[src/rtl/vga_scan_ctrl.sv]
// vga_scan_ctrl: VGA raster timing generator with a per-frame tear-free scroll offset
module vga_scan_ctrl #(
    parameter int H_ACTIVE    = 640,
    parameter int H_FP        = 16,
    parameter int H_SYNC      = 96,
    parameter int H_BP        = 48,
    parameter int V_ACTIVE    = 480,
    parameter int V_FP        = 10,
    parameter int V_SYNC      = 2,
    parameter int V_BP        = 33,
    parameter int SCROLL_WRAP = 640
) (
    input  logic       clk,
    input  logic       reset,
    input  logic       pix_en,
    input  logic       scroll_en,
    input  logic [3:0] scroll_step,
    output logic [9:0] sx,
    output logic [9:0] sy,
    output logic       hsync,
    output logic       vsync,
    output logic       de,
    output logic       vblank,
    output logic       frame_start,
    output logic       line_start,
    output logic [9:0] scroll_offset
);
    localparam logic [9:0]  H_LAST = 10'(H_ACTIVE + H_FP + H_SYNC + H_BP - 1);
    localparam logic [9:0]  V_LAST = 10'(V_ACTIVE + V_FP + V_SYNC + V_BP - 1);
    localparam logic [9:0]  H_VIS  = 10'(H_ACTIVE);
    localparam logic [9:0]  V_VIS  = 10'(V_ACTIVE);
    localparam logic [9:0]  HS_BEG = 10'(H_ACTIVE + H_FP);
    localparam logic [9:0]  HS_END = 10'(H_ACTIVE + H_FP + H_SYNC);
    localparam logic [9:0]  VS_BEG = 10'(V_ACTIVE + V_FP);
    localparam logic [9:0]  VS_END = 10'(V_ACTIVE + V_FP + V_SYNC);
    localparam logic [10:0] WRAP   = 11'(SCROLL_WRAP);

    logic [9:0]  sx_n;
    logic [9:0]  sy_n;
    logic [10:0] sum;
    logic        upd;

    // next raster position and the once-per-frame scroll update point (0, V_ACTIVE)
    always_comb begin
        sx_n = (sx == H_LAST) ? '0 : sx + 10'd1;
        sy_n = (sx != H_LAST) ? sy : (sy == V_LAST) ? '0 : sy + 10'd1;
        upd  = scroll_en && sx_n == '0 && sy_n == V_VIS;
        sum  = {1'b0, scroll_offset} + {7'd0, scroll_step};
    end

    // counters and sync/enable flags load together so they never skew; pulses clear on idle clocks
    always_ff @(posedge clk or posedge reset) begin
        if (reset) begin
            sx            <= H_LAST;
            sy            <= V_LAST;
            hsync         <= 1'b1;
            vsync         <= 1'b1;
            de            <= 1'b0;
            vblank        <= 1'b1;
            frame_start   <= 1'b0;
            line_start    <= 1'b0;
            scroll_offset <= '0;
        end else begin
            frame_start <= pix_en && sx_n == '0 && sy_n == '0;
            line_start  <= pix_en && sx_n == '0;
            if (pix_en) begin
                sx     <= sx_n;
                sy     <= sy_n;
                hsync  <= !(sx_n >= HS_BEG && sx_n < HS_END);
                vsync  <= !(sy_n >= VS_BEG && sy_n < VS_END);
                de     <= sx_n < H_VIS && sy_n < V_VIS;
                vblank <= sy_n >= V_VIS;
                if (upd)
                    scroll_offset <= (sum >= WRAP) ? 10'(sum - WRAP) : sum[9:0];
            end
        end
    end
endmodule
[config.mk]
export PLATFORM = sky130hd
export DESIGN_NAME = vga_scan_ctrl
export DESIGN_NICKNAME = d
export VERILOG_FILES = /design/src/rtl/vga_scan_ctrl.sv
export SDC_FILE = /design/constraint.sdc
export NUM_CORES = 1
export LEC_CHECK = 0
export ABC_AREA = 0
export CAP_MARGIN = 30
export CORE_ASPECT_RATIO = 0.7
export CORE_MARGIN = 2
export CORE_UTILIZATION = 58
export CTS_BUF_LIST = sky130_fd_sc_hd__clkbuf_16
export DETAILED_ROUTE_END_ITERATION = 6
export DONT_BUFFER_PORTS = 1
export PLACE_DENSITY = 0.74
export SLEW_MARGIN = 25
export SYNTH_ARGS = -nofsm -noshare
export SYNTH_HDL_FRONTEND = slang
export SYNTH_SLANG_ARGS = --single-unit
[constraint.sdc]
create_clock -name clk -period 2.9 [get_ports clk]
set_input_delay 0.87 -clock clk [delete_from_list [all_inputs] [get_ports clk]]
set_output_delay 0.87 -clock clk [all_outputs]
set_load 0.01 [all_outputs]
Word-level counts from Yosys, hierarchy flattened --
Index checks and enable logic that the tools add are counted.
Storage, ports and cells: bits in registers 36, output and inout port bits 36, logic and storage cells 41
Cells by class: add/sub/neg operators 4, $lt $le $gt $ge 8, equal/unequal tests 4, multiplexer cells 4, reductions and logical operators 12
Operators by type and width (number):
- two-way mux 10 bit | 4
- adder 10 x 1 -> 10 bit, second input constant | 2
- == test 10 bit, second input constant | 2
- greater-or-equal comparator 10 x 9 -> 1 bit, second input constant | 2
- zero test 10 bit | 2
- < comparator 10 bit, second input constant | 2
- < comparator 10 x 9 -> 1 bit, second input constant | 2
- adder 10 x 4 -> 11 bit | 1
- greater-or-equal comparator 11 x 10 -> 1 bit, second input constant | 1
- == test 10 x 9 -> 1 bit, second input constant | 1
- greater-or-equal comparator 10 bit, second input constant | 1
- inequality test 10 bit, second input constant | 1
- subtractor 10 bit, second input constant | 1
- logical AND 1 bit | 7
- zero test 1 bit | 2
- AND reduction 2 bit | 1

Depth between registers and ports, before layout --
Gate-level depths: netlist of the first run.
depth in word-level cells 6, mapped depth 12, gate-level depth less buffers 12

Worst setup path after synthesis of the first run --
OpenSTA, ideal clock, no wires.
kind input port to flip-flop, start point in scroll_step[0], end point reg scroll_offset[7], setup time 0.128 ns, arrival time 3.233 ns, data required time 2.772 ns, setup slack -0.461 ns, stages on the path 12, path buffers 0, cell sequence ha_1 -> fa_1 -> a211oi_1 -> nor2_1 -> nand3_1 -> xor2_1 -> ha_1 -> inv_1 -> and3_1 -> a211oi_1 -> o21ai_0 -> mux2_1
On the way: cells in the longest elaborated chain, start to end 3, elaborated cells between the ends (all ways) 4, those cells by class 2 x add/sub; 1 x order compare; 1 x mux
RTL lines:
- start, declared | RTL line 17 | input logic [3:0] scroll_step,
- adder 10 x 4 -> 11 bit (*) | RTL line 48 | sum = {1'b0, scroll_offset} + {7'd0, scroll_step};
- subtractor 10 bit / greater-or-equal comparator 11 x 10 -> 1 bit (equally long branches) | RTL line 74 | scroll_offset <= (sum >= WRAP) ? 10'(sum - WRAP) : sum[9:0];
- two-way mux 10 bit (*) | RTL line 74
- end signal, assigned | RTL line 74
- end, declared | RTL line 26 | output logic [9:0] scroll_offset
Every way passes the cells marked *; elsewhere a longest branch is shown, timed or not. A chain may end at the register's enable or synchronous reset.

Worst setup path after layout of the first run --
start point in scroll_step[0], end point reg scroll_offset[9]
Same word-level chain as after synthesis.

==> results of run 1 <==
==> power by group <==
part	switching [mW]	internal [mW]	total, mW
clock	0.209	0.312	0.521
sequential	0.0879	0.591	0.679
combinational	0.300	0.266	0.566
==> sequential cells by signal, indices dropped and copies added, names as in the netlist <==
signal / flops
de: 1
frame_start: 1
hsync: 1
line_start: 1
scroll_offset: 10
sx: 10
sy: 10
vblank: 1
vsync: 1
==> layer usage <==
metal | track usage (%) | vias up | routed length (um)
met1 | 39.8 | 1154 | 3230
met4 | 4.54 | 0 | 47
met5 | 0 | - | 0
met3 | 7.64 | 6 | 533
met2 | 38.8 | 94 | 2960
li1 | - | 1165 | -
==> metrics by stage <==
| step | setup WS (ps) | std cells |
|---|---|---|
| after CTS | 5.66 | 385 |
| after global routing | -59.7 | 387 |
| final | 28.6 | 387 |
| after floorplan | -238 | 293 |
| after global placement | -195 | 377 |
| after detailed placement | -274 | 377 |
==> worst min-delay path by stage <==
stage / start / endpoint / slack [ps] / cells past startpoint
2_1_floorplan: vblank$_DFFE_PP1P_ / vblank$_DFFE_PP1P_ / 490 / 2
3_3_place_gp: vblank$_DFFE_PP1P_ / vblank$_DFFE_PP1P_ / 500 / 2
3_5_place_dp: vblank$_DFFE_PP1P_ / vblank$_DFFE_PP1P_ / 500 / 2
4_1_cts: vblank$_DFFE_PP1P_ / vblank$_DFFE_PP1P_ / 510 / 2
5_1_grt: vsync$_DFFE_PP1P_ / vsync$_DFFE_PP1P_ / 570 / 1
6_report: vblank$_DFFE_PP1P_ / vblank$_DFFE_PP1P_ / 510 / 2
==> final cells by class <==
cell class / count / area share [%]
Tap cell: 55 / 2.10
Sequential cell: 36 / 28.0
Clock buffer: 5 / 3.82
Inverter: 11 / 1.26
Timing Repair Buffer: 48 / 11.0
Multi-Input combinational cell: 229 / 53.4
Clock inverter: 3 / 0.458
==> tightest hold or removal path, delay by kind of cell (launching register included) <==
family           cells  cell delay, ps
AO/OA/AOI/OAI        1              40
flip-flops           1             380
AND/OR/NAND/NOR      1              80
==> cell families (layout without fill, tap and decap cells) <==
group                    Yosys count  after routing
XOR/XNOR                          20             20
AO/OA/AOI/OAI                     66             66
multiplexers                      14             14
buffers and inverters             28             67
adder cells (fa/ha/maj)           10             10
flip-flops                        36             36
AND/OR/NAND/NOR                  119            119
==> cell usage in the layout (no fill, tap or decap), types with 2 or more instances in the layout <==
cell type	netlist	routed
sky130_fd_sc_hd__nor4_1	4	4
sky130_fd_sc_hd__mux2_2	5	5
sky130_fd_sc_hd__dfrtp_1	23	23
sky130_fd_sc_hd__nand3_1	13	12
sky130_fd_sc_hd__inv_1	11	11
sky130_fd_sc_hd__o21ai_1	0	2
sky130_fd_sc_hd__mux2i_1	4	4
sky130_fd_sc_hd__a41oi_1	2	2
sky130_fd_sc_hd__ha_1	9	6
sky130_fd_sc_hd__o21ai_0	15	12
sky130_fd_sc_hd__a211oi_2	0	3
sky130_fd_sc_hd__nor2_1	19	19
sky130_fd_sc_hd__xnor2_1	10	10
sky130_fd_sc_hd__o211ai_1	2	2
sky130_fd_sc_hd__nand2_1	22	22
sky130_fd_sc_hd__a211oi_1	5	2
sky130_fd_sc_hd__nor3_1	7	7
sky130_fd_sc_hd__dfstp_2	13	13
sky130_fd_sc_hd__o31ai_1	2	2
sky130_fd_sc_hd__a21oi_1	11	11
sky130_fd_sc_hd__a21o_1	5	5
sky130_fd_sc_hd__nand3_2	1	2
sky130_fd_sc_hd__xor2_1	10	9
sky130_fd_sc_hd__nand2b_1	5	5
sky130_fd_sc_hd__mux2_1	5	4
sky130_fd_sc_hd__clkbuf_16	0	5
sky130_fd_sc_hd__and4_1	3	2
sky130_fd_sc_hd__and3_1	5	4
sky130_fd_sc_hd__ha_4	0	2
sky130_fd_sc_hd__nand4_1	7	7
sky130_fd_sc_hd__or3_1	6	5
sky130_fd_sc_hd__buf_4	1	48
sky130_fd_sc_hd__or4_4	2	3
sky130_fd_sc_hd__and2_1	4	4
sky130_fd_sc_hd__nor3b_1	2	2
sky130_fd_sc_hd__nor2b_1	2	2
sky130_fd_sc_hd__or2_2	2	2
sky130_fd_sc_hd__nand3b_1	2	2
sky130_fd_sc_hd__a31oi_1	4	4
==> timing repair <==
action	CTS	global route
buffers inserted	0	2
gates resized for setup	0	12
endpoints found under the setup margin	0	9
==> flow_metrics.env, run 1 <==
export IMPL_grt_start_max_net_pins=37
export IMPL_crit_cells=11
export IMPL_timing_critical_path_slowest_stage_cell="sky130_fd_sc_hd__or4_4"
export IMPL_firstDrtPassIters=5
export IMPL_cp_num_buf_inv=1
export IMPL_dominant_combinational_cell_family_by_area_after_synthesis="simple AND/OR/NAND/NOR gates"
export IMPL_fin_tns_setup_ps=0
export IMPL_drt_first_iter_violations=189
export IMPL_drc_errors=0
export IMPL_synth_edff_count=0
export IMPL_final_min_period_over_clock_period_pct=99.0
export IMPL_cts_root_buf="sky130_fd_sc_hd__clkbuf_16"
export IMPL_worstReg2RegEnd="scroll_offset[6]$_DFFE_PP0P_"
export IMPL_power_per_cell_area_nw_per_um2=539
export IMPL_starting_density_of_the_core_pct=61.2
export IMPL_timing_critical_path_to="scroll_offset[9]$_DFFE_PP0P_"
export IMPL_core_rowCount=20
export IMPL_holdBufCountCts=0
export IMPL_total_power_mw=1.77
export IMPL_post_synth_fa_ha_maj_area_fraction_pct=4.92
export IMPL_fin_crit_ps=2870
export IMPL_netlist_area_um2=2690
export IMPL_grt_first_pass_wirelength_um=10700
export IMPL_gp_congestion=0.981
export IMPL_fraction_of_post_synthesis_cell_area_in_the_top_cell_type_by_area_pct=21.4
export IMPL_holdCritPathClass="register to register"
export IMPL_filler_cell_count=323
export IMPL_worst_vdd_rail_ir_drop_mv=0.547
export IMPL_worst_setup_path_start_kind="input pin"
export IMPL_yosys_register_bits=36
export IMPL_ys_warn_count=0
export IMPL_rr_startpoint="sx[0]$_DFFE_PP1P_"
export IMPL_postRouteAntennaNets=0
export IMPL_io_pins=44
export IMPL_synth_cells_most_frequent="23 x sky130_fd_sc_hd__dfrtp_1, 22 x sky130_fd_sc_hd__nand2_1, 19 x sky130_fd_sc_hd__nor2_1"
export IMPL_avgSynthCellArea_um2=9.19
export IMPL_die_w_um=85.5
export IMPL_max_cap_viol_count=0
export IMPL_simple_gate_portion_of_the_synthesized_area_pct=26.6
export IMPL_clkSinkCount=36
export IMPL_post_synth_mux_area_share_pct=5.67
export IMPL_fin_worst_skew_ps=4.45
export IMPL_yosysSeqAreaShare_pct=34.0
export IMPL_clock_tree_from_tritoncts="built"
export IMPL_via_count_of_the_first_global_routing_pass=2182
export IMPL_grt_total_usage_pct=26.5
export IMPL_crit_family="simple AND/OR/NAND/NOR gates"
export IMPL_worstPathArrival_ps=3090
export IMPL_ys_dominant_reg_cell="sky130_fd_sc_hd__dfrtp_1"
export IMPL_status="complete, no violations"
export IMPL_synth_compound_area_share_pct=17.7
export IMPL_setup_violations_final=0
export IMPL_cp_startpoint="scroll_step[0]"
export IMPL_finalCoreUtilization_pct=74.4
export IMPL_hold_worst_slack_ps=511
export IMPL_crit_path_end_kind="register"
export IMPL_dieHeight_um=61.0
export IMPL_count_leader_synth="sky130_fd_sc_hd__dfrtp_1"
export IMPL_asyncSetResetFlopFracSynth_pct=100
export IMPL_clockBufferDepth=2
export IMPL_detailed_place_area_um2=3070
export IMPL_count_of_different_cell_masters_after_synthesis=71
export IMPL_grt_antenna_before_repair=0
export IMPL_place_port_buffers=0
export IMPL_post_route_cell_area_um2=3280
export IMPL_tritoncts_num_buffers=5
export IMPL_final_layout_size_suffix_gt1_share_pct=32.2
export IMPL_clock_latency_ps=280
export IMPL_mappedNetlistNets=311
export IMPL_timing_critical_path_slowest_cell_delay_ps=420
export IMPL_r2r_setup_slack_ps=100
export IMPL_core_region_area_um2=4400
export IMPL_post_synth_inst_count=293
export IMPL_total_area_of_multi_input_combinational_cells_um2=1750
export IMPL_antenna_cells_inserted=0
export IMPL_power_static_leakage_nw=1.45
export IMPL_syn_to_final_growth_pct=21.6
export IMPL_critical_path_cell_sequence="ha_4, fa_2, a211oi_2, nor2_1, nand3_1, xor2_2, ha_2, inv_2, or3_1, or4_4, nand3_2"
export IMPL_r2r_worst_path_cells=9
export IMPL_clk_pin_slew_ps=60
export IMPL_crit_required_ps=3120
export IMPL_fin_max_slew_vios=0
export IMPL_clock_fmax_mhz=348
export IMPL_design_die_area_um2=5210
export IMPL_viasPerCell=6.25
export IMPL_seq_area_um2=917
export IMPL_post_synth_xor_area_fraction_pct=6.50
export IMPL_timing_hold_violations_final=0
export IMPL_post_synth_main_area_contributors="sky130_fd_sc_hd__dfrtp_1 21%, sky130_fd_sc_hd__dfstp_2 13%, sky130_fd_sc_hd__ha_1 4.2%"
export IMPL_totalWireLength_um=6770
export IMPL_rsz_0062_raised_after_global_routing="true"
export IMPL_synthDominantAreaCellType="sky130_fd_sc_hd__dfrtp_1"
export IMPL_global_route_overflow_total=0
export IMPL_dpl_hpwl_um=4910
export IMPL_htreeDepth=2
export IMPL_wl_per_cell_um=17.5
export IMPL_setup_worst_path_class="input pin to register"
export IMPL_crit_fanout=3
export IMPL_vias=2419
export IMPL_design_final_nets=349
export IMPL_max_slew_margin_rel_pct=68.8
export IMPL_worst_slew_pin_transition_ps=469
Note: power is estimated with default switching activity, not from simulation.
==> run 2, diff against run 1 <==
Settings changed: CORE_UTILIZATION 58 to 46, PLACE_DENSITY 0.74 to 0.61.
==> run 2 against run 1 <==
Compared with the run above:
- register-to-register slack improved by 50 ps
- via count fell by 0.87%
- sequential share of layout area hardly changed
- critical path type unchanged
- largest cell class unchanged
==> flow_metrics.env, run 2 (same netlist as run 1, synthesis figures left out) <==
export IMPL_clock_latency_ps=280
export IMPL_global_route_overflow_total=0
export IMPL_crit_path_end_kind="register"
export IMPL_worst_vdd_rail_ir_drop_mv=0.422
export IMPL_grt_first_pass_wirelength_um=11100
export IMPL_fin_crit_ps=2810
export IMPL_fin_max_slew_vios=0
export IMPL_clock_fmax_mhz=355
export IMPL_post_route_cell_area_um2=3270
export IMPL_layout_top_registers="scroll_offset x10, sx x10, sy x10"
export IMPL_holdBufCountCts=0
export IMPL_power_static_leakage_nw=1.44
export IMPL_core_rowCount=23
export IMPL_clkSinkCount=36
export IMPL_setup_violations_final=0
export IMPL_wl_per_cell_um=17.2
export IMPL_place_port_buffers=0
export IMPL_io_pins=44
export IMPL_worstPathArrival_ps=2980
export IMPL_cts_root_buf="sky130_fd_sc_hd__clkbuf_16"
export IMPL_final_layout_size_suffix_gt1_share_pct=30.0
export IMPL_timing_hold_violations_final=0
export IMPL_rsz_0062_raised_after_global_routing="true"
export IMPL_setup_worst_path_class="input pin to register"
export IMPL_htreeDepth=2
export IMPL_holdCritPathClass="register to register"
export IMPL_grt_antenna_before_repair=0
export IMPL_drt_first_iter_violations=244
export IMPL_via_count_of_the_first_global_routing_pass=2127
export IMPL_grt_start_max_net_pins=37
export IMPL_tritoncts_num_buffers=5
export IMPL_die_w_um=95.5
export IMPL_detailedPlace_worstSlack_ps=-265
export IMPL_min_delay_path_depth=2
export IMPL_crit_fanout=3
export IMPL_fin_worst_skew_ps=6.15
export IMPL_final_setup_worst_slack_ps=85.6
export IMPL_gp_congestion=0.908
export IMPL_dieHeight_um=68.0
export IMPL_dpl_hpwl_um=5250
export IMPL_postRouteAntennaNets=0
export IMPL_antenna_cells_inserted=0
export IMPL_clockBufferDepth=2
export IMPL_core_region_area_um2=5700
export IMPL_design_die_area_um2=6490
export IMPL_drc_errors=0
export IMPL_firstDrtPassIters=4
export IMPL_total_power_mw=1.74
export IMPL_vias=2398
export IMPL_clock_tree_from_tritoncts="built"
export IMPL_power_per_cell_area_nw_per_um2=531
export IMPL_grt_total_usage_pct=22.2
export IMPL_max_slew_margin_rel_pct=68.5
export IMPL_max_cap_viol_count=0
export IMPL_totalWireLength_um=7020
export IMPL_mostFrequentLayoutCell="sky130_fd_sc_hd__buf_4"
export IMPL_worst_slew_pin_transition_ps=472
export IMPL_status="complete, no violations"
export IMPL_design_final_nets=350
export IMPL_most_used_cells_in_the_layout_excluding_fill_and_tap_cells="49 x sky130_fd_sc_hd__buf_4, 23 x sky130_fd_sc_hd__dfrtp_1, 22 x sky130_fd_sc_hd__nand2_1"
export IMPL_final_min_period_over_clock_period_pct=97.0
export IMPL_viasPerCell=5.88
export IMPL_starting_density_of_the_core_pct=47.3
export IMPL_r2r_setup_slack_ps=150
export IMPL_crit_required_ps=3060
export IMPL_worst_setup_path_start_kind="input pin"
export IMPL_detailed_place_area_um2=3100
export IMPL_r2r_worst_path_cells=8
export IMPL_clk_pin_slew_ps=50
export IMPL_syn_to_final_growth_pct=21.4
-- run 2: changes by cell type in the layout (fill, tap and decap cells not counted), sizes merged --
cell | before | now
buf | 48 | 49
clkinvlp | 1 | 0
inv | 12 | 13
-- run 2: worst max-delay path, cell delays in order --
cell	delay, ps
sky130_fd_sc_hd__ha_4	150
sky130_fd_sc_hd__fa_2	370
sky130_fd_sc_hd__a211oi_2	190
sky130_fd_sc_hd__nor2_1	80
sky130_fd_sc_hd__nand3_1	120
sky130_fd_sc_hd__xor2_2	180
sky130_fd_sc_hd__ha_2	220
sky130_fd_sc_hd__inv_2	40
sky130_fd_sc_hd__and3_1	170
sky130_fd_sc_hd__a211oi_2	210
sky130_fd_sc_hd__o21ai_1	80
sky130_fd_sc_hd__mux2_1	290
-- run 2: stage by stage --
| stage | setup TNS [ps] | std cells | hold slack (ps) | utilization [%] |
|---|---|---|---|---|
| 6_report | 0 | 408 | 513 | 57.4 |
| 5_1_grt | -69.4 | 408 | 546 | 57.4 |
| 4_1_cts | 0 | 405 | 517 | 56.8 |
| 3_5_place_dp | -672 | 397 | 510 | 54.4 |
| 3_3_place_gp | -485 | 397 | 505 | 54.4 |
| 2_1_floorplan | -531 | 293 | 491 | - |
-- run 2: cell type report --
cell class | count | area (um^2)
Timing Repair Buffer | 49 | 368
Sequential cell | 36 | 917
Tap cell | 75 | 93.8
Multi-Input combinational cell | 229 | 1710
Fill cell | 530 | 2430
Inverter | 11 | 41.3
Clock buffer | 5 | 125
Clock inverter | 3 | 11.3
-- run 2: final timing paths --
path,from,to
setup / recovery,scroll_step[0],scroll_offset[7]$_DFFE_PP0P_
min in group asynchronous,reset,scroll_offset[3]$_DFFE_PP0P_
max in group asynchronous,reset,sy[2]$_DFFE_PP1P_
hold / removal,vblank$_DFFE_PP1P_,vblank$_DFFE_PP1P_
setup reg to reg,sx[0]$_DFFE_PP1P_,scroll_offset[3]$_DFFE_PP0P_
hold reg to reg,vblank$_DFFE_PP1P_,vblank$_DFFE_PP1P_
-- run 2: what timing repair did --
item | CTS | global route
endpoints found under the setup margin | 0 | 10
resized for setup | 0 | 3
endpoints found under the hold margin | 0 | 0
setup buffers | 0 | 3
-- run 2: power by group --
part | internal [mW] | total (mW) | switching [mW]
logic | 0.260 | 0.541 | 0.281
registers | 0.591 | 0.682 | 0.0917
clock network | 0.309 | 0.513 | 0.203
-- run 2: routing by layer --
layer / wire, um / global-route usage [%] / vias up
li1: - / - / 1160
met1: 3600 / 35.5 / 1140
met2: 2830 / 29.7 / 94
met3: 554 / 5.51 / 4
met4: 34 / 4.29 / 0
met5: 0 / 0 / -
==> run 3, diff against run 2 <==
Settings changed: ABC_CLOCK_PERIOD_IN_PS set to 2900, PLACE_DENSITY 0.61 to 0.7, SKIP_LAST_GASP set to 1.
==> run 3 against run 2 <==
Compared with the run above:
- flip-flop and latch count unchanged
- critical endpoint is now scroll_offset[9]$_DFFE_PP0P_
- combinational power is essentially flat
- critical path type unchanged
- clock power about the same
- largest power group unchanged
- clock skew shrank 4.4 ps
- maximum frequency shrank 1.2%
- cell count down 1.7%
- non-clock buffer count shrank 7
- die area unchanged
==> flow_metrics.env, run 3 (same netlist as run 1, synthesis figures left out) <==
export IMPL_power_clock_fraction_pct=29.6
export IMPL_dpl_hpwl_um=5150
export IMPL_crit_path_end_kind="register"
export IMPL_clock_fmax_mhz=351
export IMPL_core_region_area_um2=5700
export IMPL_worst_vdd_rail_ir_drop_mv=0.452
export IMPL_power_net_switching_mw=0.572
export IMPL_design_final_nets=343
export IMPL_clockBufferDepth=2
export IMPL_timing_hold_violations_final=0
export IMPL_grt_antenna_before_repair=0
export IMPL_p_int_mw=1.15
export IMPL_design_die_area_um2=6490
export IMPL_holdBufCountCts=0
export IMPL_clk_pin_slew_ps=50
export IMPL_seq_area_um2=917
export IMPL_via_count_of_the_first_global_routing_pass=2088
export IMPL_mostFrequentLayoutCell="sky130_fd_sc_hd__buf_4"
export IMPL_firstDrtPassIters=5
export IMPL_worstPathArrival_ps=3060
export IMPL_layout_top_registers="scroll_offset x10, sx x10, sy x10"
export IMPL_final_layout_size_suffix_gt1_share_pct=29.1
export IMPL_die_w_um=95.5
export IMPL_fin_tns_setup_ps=0
export IMPL_final_cells=401
export IMPL_grt_first_pass_wirelength_um=10700
export IMPL_clkSinkCount=36
export IMPL_dieHeight_um=68.0
export IMPL_io_pins=44
export IMPL_setup_violations_final=0
export IMPL_fin_crit_ps=2850
export IMPL_final_min_period_over_clock_period_pct=98.2
export IMPL_grt_total_usage_pct=21.9
export IMPL_placedCellCount=391
export IMPL_power_frac_comb_pct=31.2
export IMPL_swShare_pct=33.2
export IMPL_htreeDepth=2
export IMPL_final_setup_worst_slack_ps=51.2
export IMPL_filler_cell_count=525
export IMPL_most_used_cells_in_the_layout_excluding_fill_and_tap_cells="42 x sky130_fd_sc_hd__buf_4, 23 x sky130_fd_sc_hd__dfrtp_1, 22 x sky130_fd_sc_hd__nand2_1"
export IMPL_worst_slew_pin_transition_ps=464
export IMPL_rsz_0062_raised_after_global_routing="true"
export IMPL_place_port_buffers=0
export IMPL_holdCritPathClass="register to register"
export IMPL_grt_start_max_net_pins=37
export IMPL_max_slew_margin_rel_pct=69.1
export IMPL_power_per_cell_area_nw_per_um2=534
export IMPL_core_rowCount=23
export IMPL_starting_density_of_the_core_pct=47.3
export IMPL_total_area_of_multi_input_combinational_cells_um2=1720
export IMPL_clock_latency_ps=280
export IMPL_drc_errors=0
export IMPL_max_cap_viol_count=0
export IMPL_antenna_cells_inserted=0
export IMPL_power_sequential_fraction_pct=39.1
export IMPL_crit_fanout=3
export IMPL_detailedPlace_worstSlack_ps=-245
export IMPL_worst_setup_path_start_kind="input pin"
export IMPL_drt_first_iter_violations=163
export IMPL_setup_worst_path_class="input pin to register"
export IMPL_viasPerCell=5.88
export IMPL_syn_to_final_growth_pct=19.8
export IMPL_cts_root_buf="sky130_fd_sc_hd__clkbuf_16"
export IMPL_status="complete, no violations"
export IMPL_postRouteAntennaNets=0
export IMPL_power_static_leakage_nw=1.41
export IMPL_clock_tree_from_tritoncts="built"
export IMPL_fin_max_slew_vios=0
export IMPL_vias=2357
export IMPL_crit_required_ps=3120
export IMPL_fin_worst_skew_ps=1.76
export IMPL_tritoncts_num_buffers=5
export IMPL_global_route_overflow_total=0
export IMPL_totalWireLength_um=6890
export IMPL_wl_per_cell_um=17.2
export IMPL_gp_congestion=0.967
run 3: cell count changes in the layout (fill, tap and decap cells not counted):
cell	before	now
sky130_fd_sc_hd__clkinv_1	1	0
sky130_fd_sc_hd__o41ai_2	0	1
sky130_fd_sc_hd__o41ai_1	2	1
sky130_fd_sc_hd__o21ai_0	14	12
sky130_fd_sc_hd__o21ai_1	1	3
sky130_fd_sc_hd__buf_4	49	42
sky130_fd_sc_hd__clkinv_2	0	1
run 3: critical path, cell delays in order:
cell                       delay (ps)
sky130_fd_sc_hd__ha_4             140
sky130_fd_sc_hd__buf_4            130
sky130_fd_sc_hd__a211o_1          310
sky130_fd_sc_hd__a21o_1           220
sky130_fd_sc_hd__a211oi_2         280
sky130_fd_sc_hd__ha_2             240
sky130_fd_sc_hd__inv_2             50
sky130_fd_sc_hd__or3_1            330
sky130_fd_sc_hd__or4_1            400
sky130_fd_sc_hd__nand3_1           90
run 3: metal layers:
layer | routed length [um] | vias to the layer above | track usage [%]
met4 | 91 | 0 | 7.50
li1 | - | 1146 | -
met5 | 0 | - | 0
met3 | 529 | 8 | 5.84
met2 | 2980 | 85 | 32.2
met1 | 3290 | 1118 | 31.2
run 3: what timing repair did:
action | 4_1_cts | 5_1_grt
setup endpoints to repair | 0 | 8
buffers inserted | 0 | 2
gates resized for setup | 0 | 6
run 3: worst paths after layout:
| path | start | to | slack (ps) | cells past startpoint |
|---|---|---|---|---|
| worst min-delay path | vblank$_DFFE_PP1P_ | vblank$_DFFE_PP1P_ | 510 | 2 |
| max in group asynchronous | reset | sy[9]$_DFFE_PP1P_ | 1960 | 2 |
| worst max register to register | scroll_offset[0]$_DFFE_PP0P_ | scroll_offset[9]$_DFFE_PP0P_ | 150 | 10 |
| worst max-delay path | scroll_step[0] | scroll_offset[9]$_DFFE_PP0P_ | 50 | 10 |
| min in group asynchronous | reset | scroll_offset[0]$_DFFE_PP0P_ | 580 | 2 |
| worst min register to register | vblank$_DFFE_PP1P_ | vblank$_DFFE_PP1P_ | 510 | 2 |
run 3: power groups by stage:
| stage | combinational (mW) | clock (mW) | sequential, mW |
|---|---|---|---|
| final | 0.538 | 0.511 | 0.674 |
| after global routing | 0.599 | 0.549 | 0.687 |
| after CTS | 0.537 | 0.528 | 0.674 |
| after detailed placement | 0.535 | 0 | 0.683 |
| after global placement | 0.513 | 0 | 0.680 |
| after floorplan | 0.356 | 0 | 0.694 |
run 3: area by class of cell:
cell class / count / area share, %
timing repair buffer: 42 / 9.77
sequential: 36 / 28.4
clock inverter: 3 / 0.388
tap: 75 / 2.91
clock buffer: 5 / 3.88
inverter: 11 / 1.28
multi-input combinational: 229 / 53.4
run 3: per-stage QoR:
| step | area [um^2] | hold slack, ps | total power [mW] | utilization, % |
|---|---|---|---|---|
| finish | 3230 | 513 | 1.72 | 56.6 |
| detailed placement | 3050 | 505 | 1.22 | 53.6 |
| floorplan | 2740 | 491 | 1.05 | - |
| global route | 3230 | 532 | 1.83 | 56.6 |
| CTS | 3190 | 516 | 1.74 | 56.0 |
| global placement | 3050 | 502 | 1.19 | 53.6 |
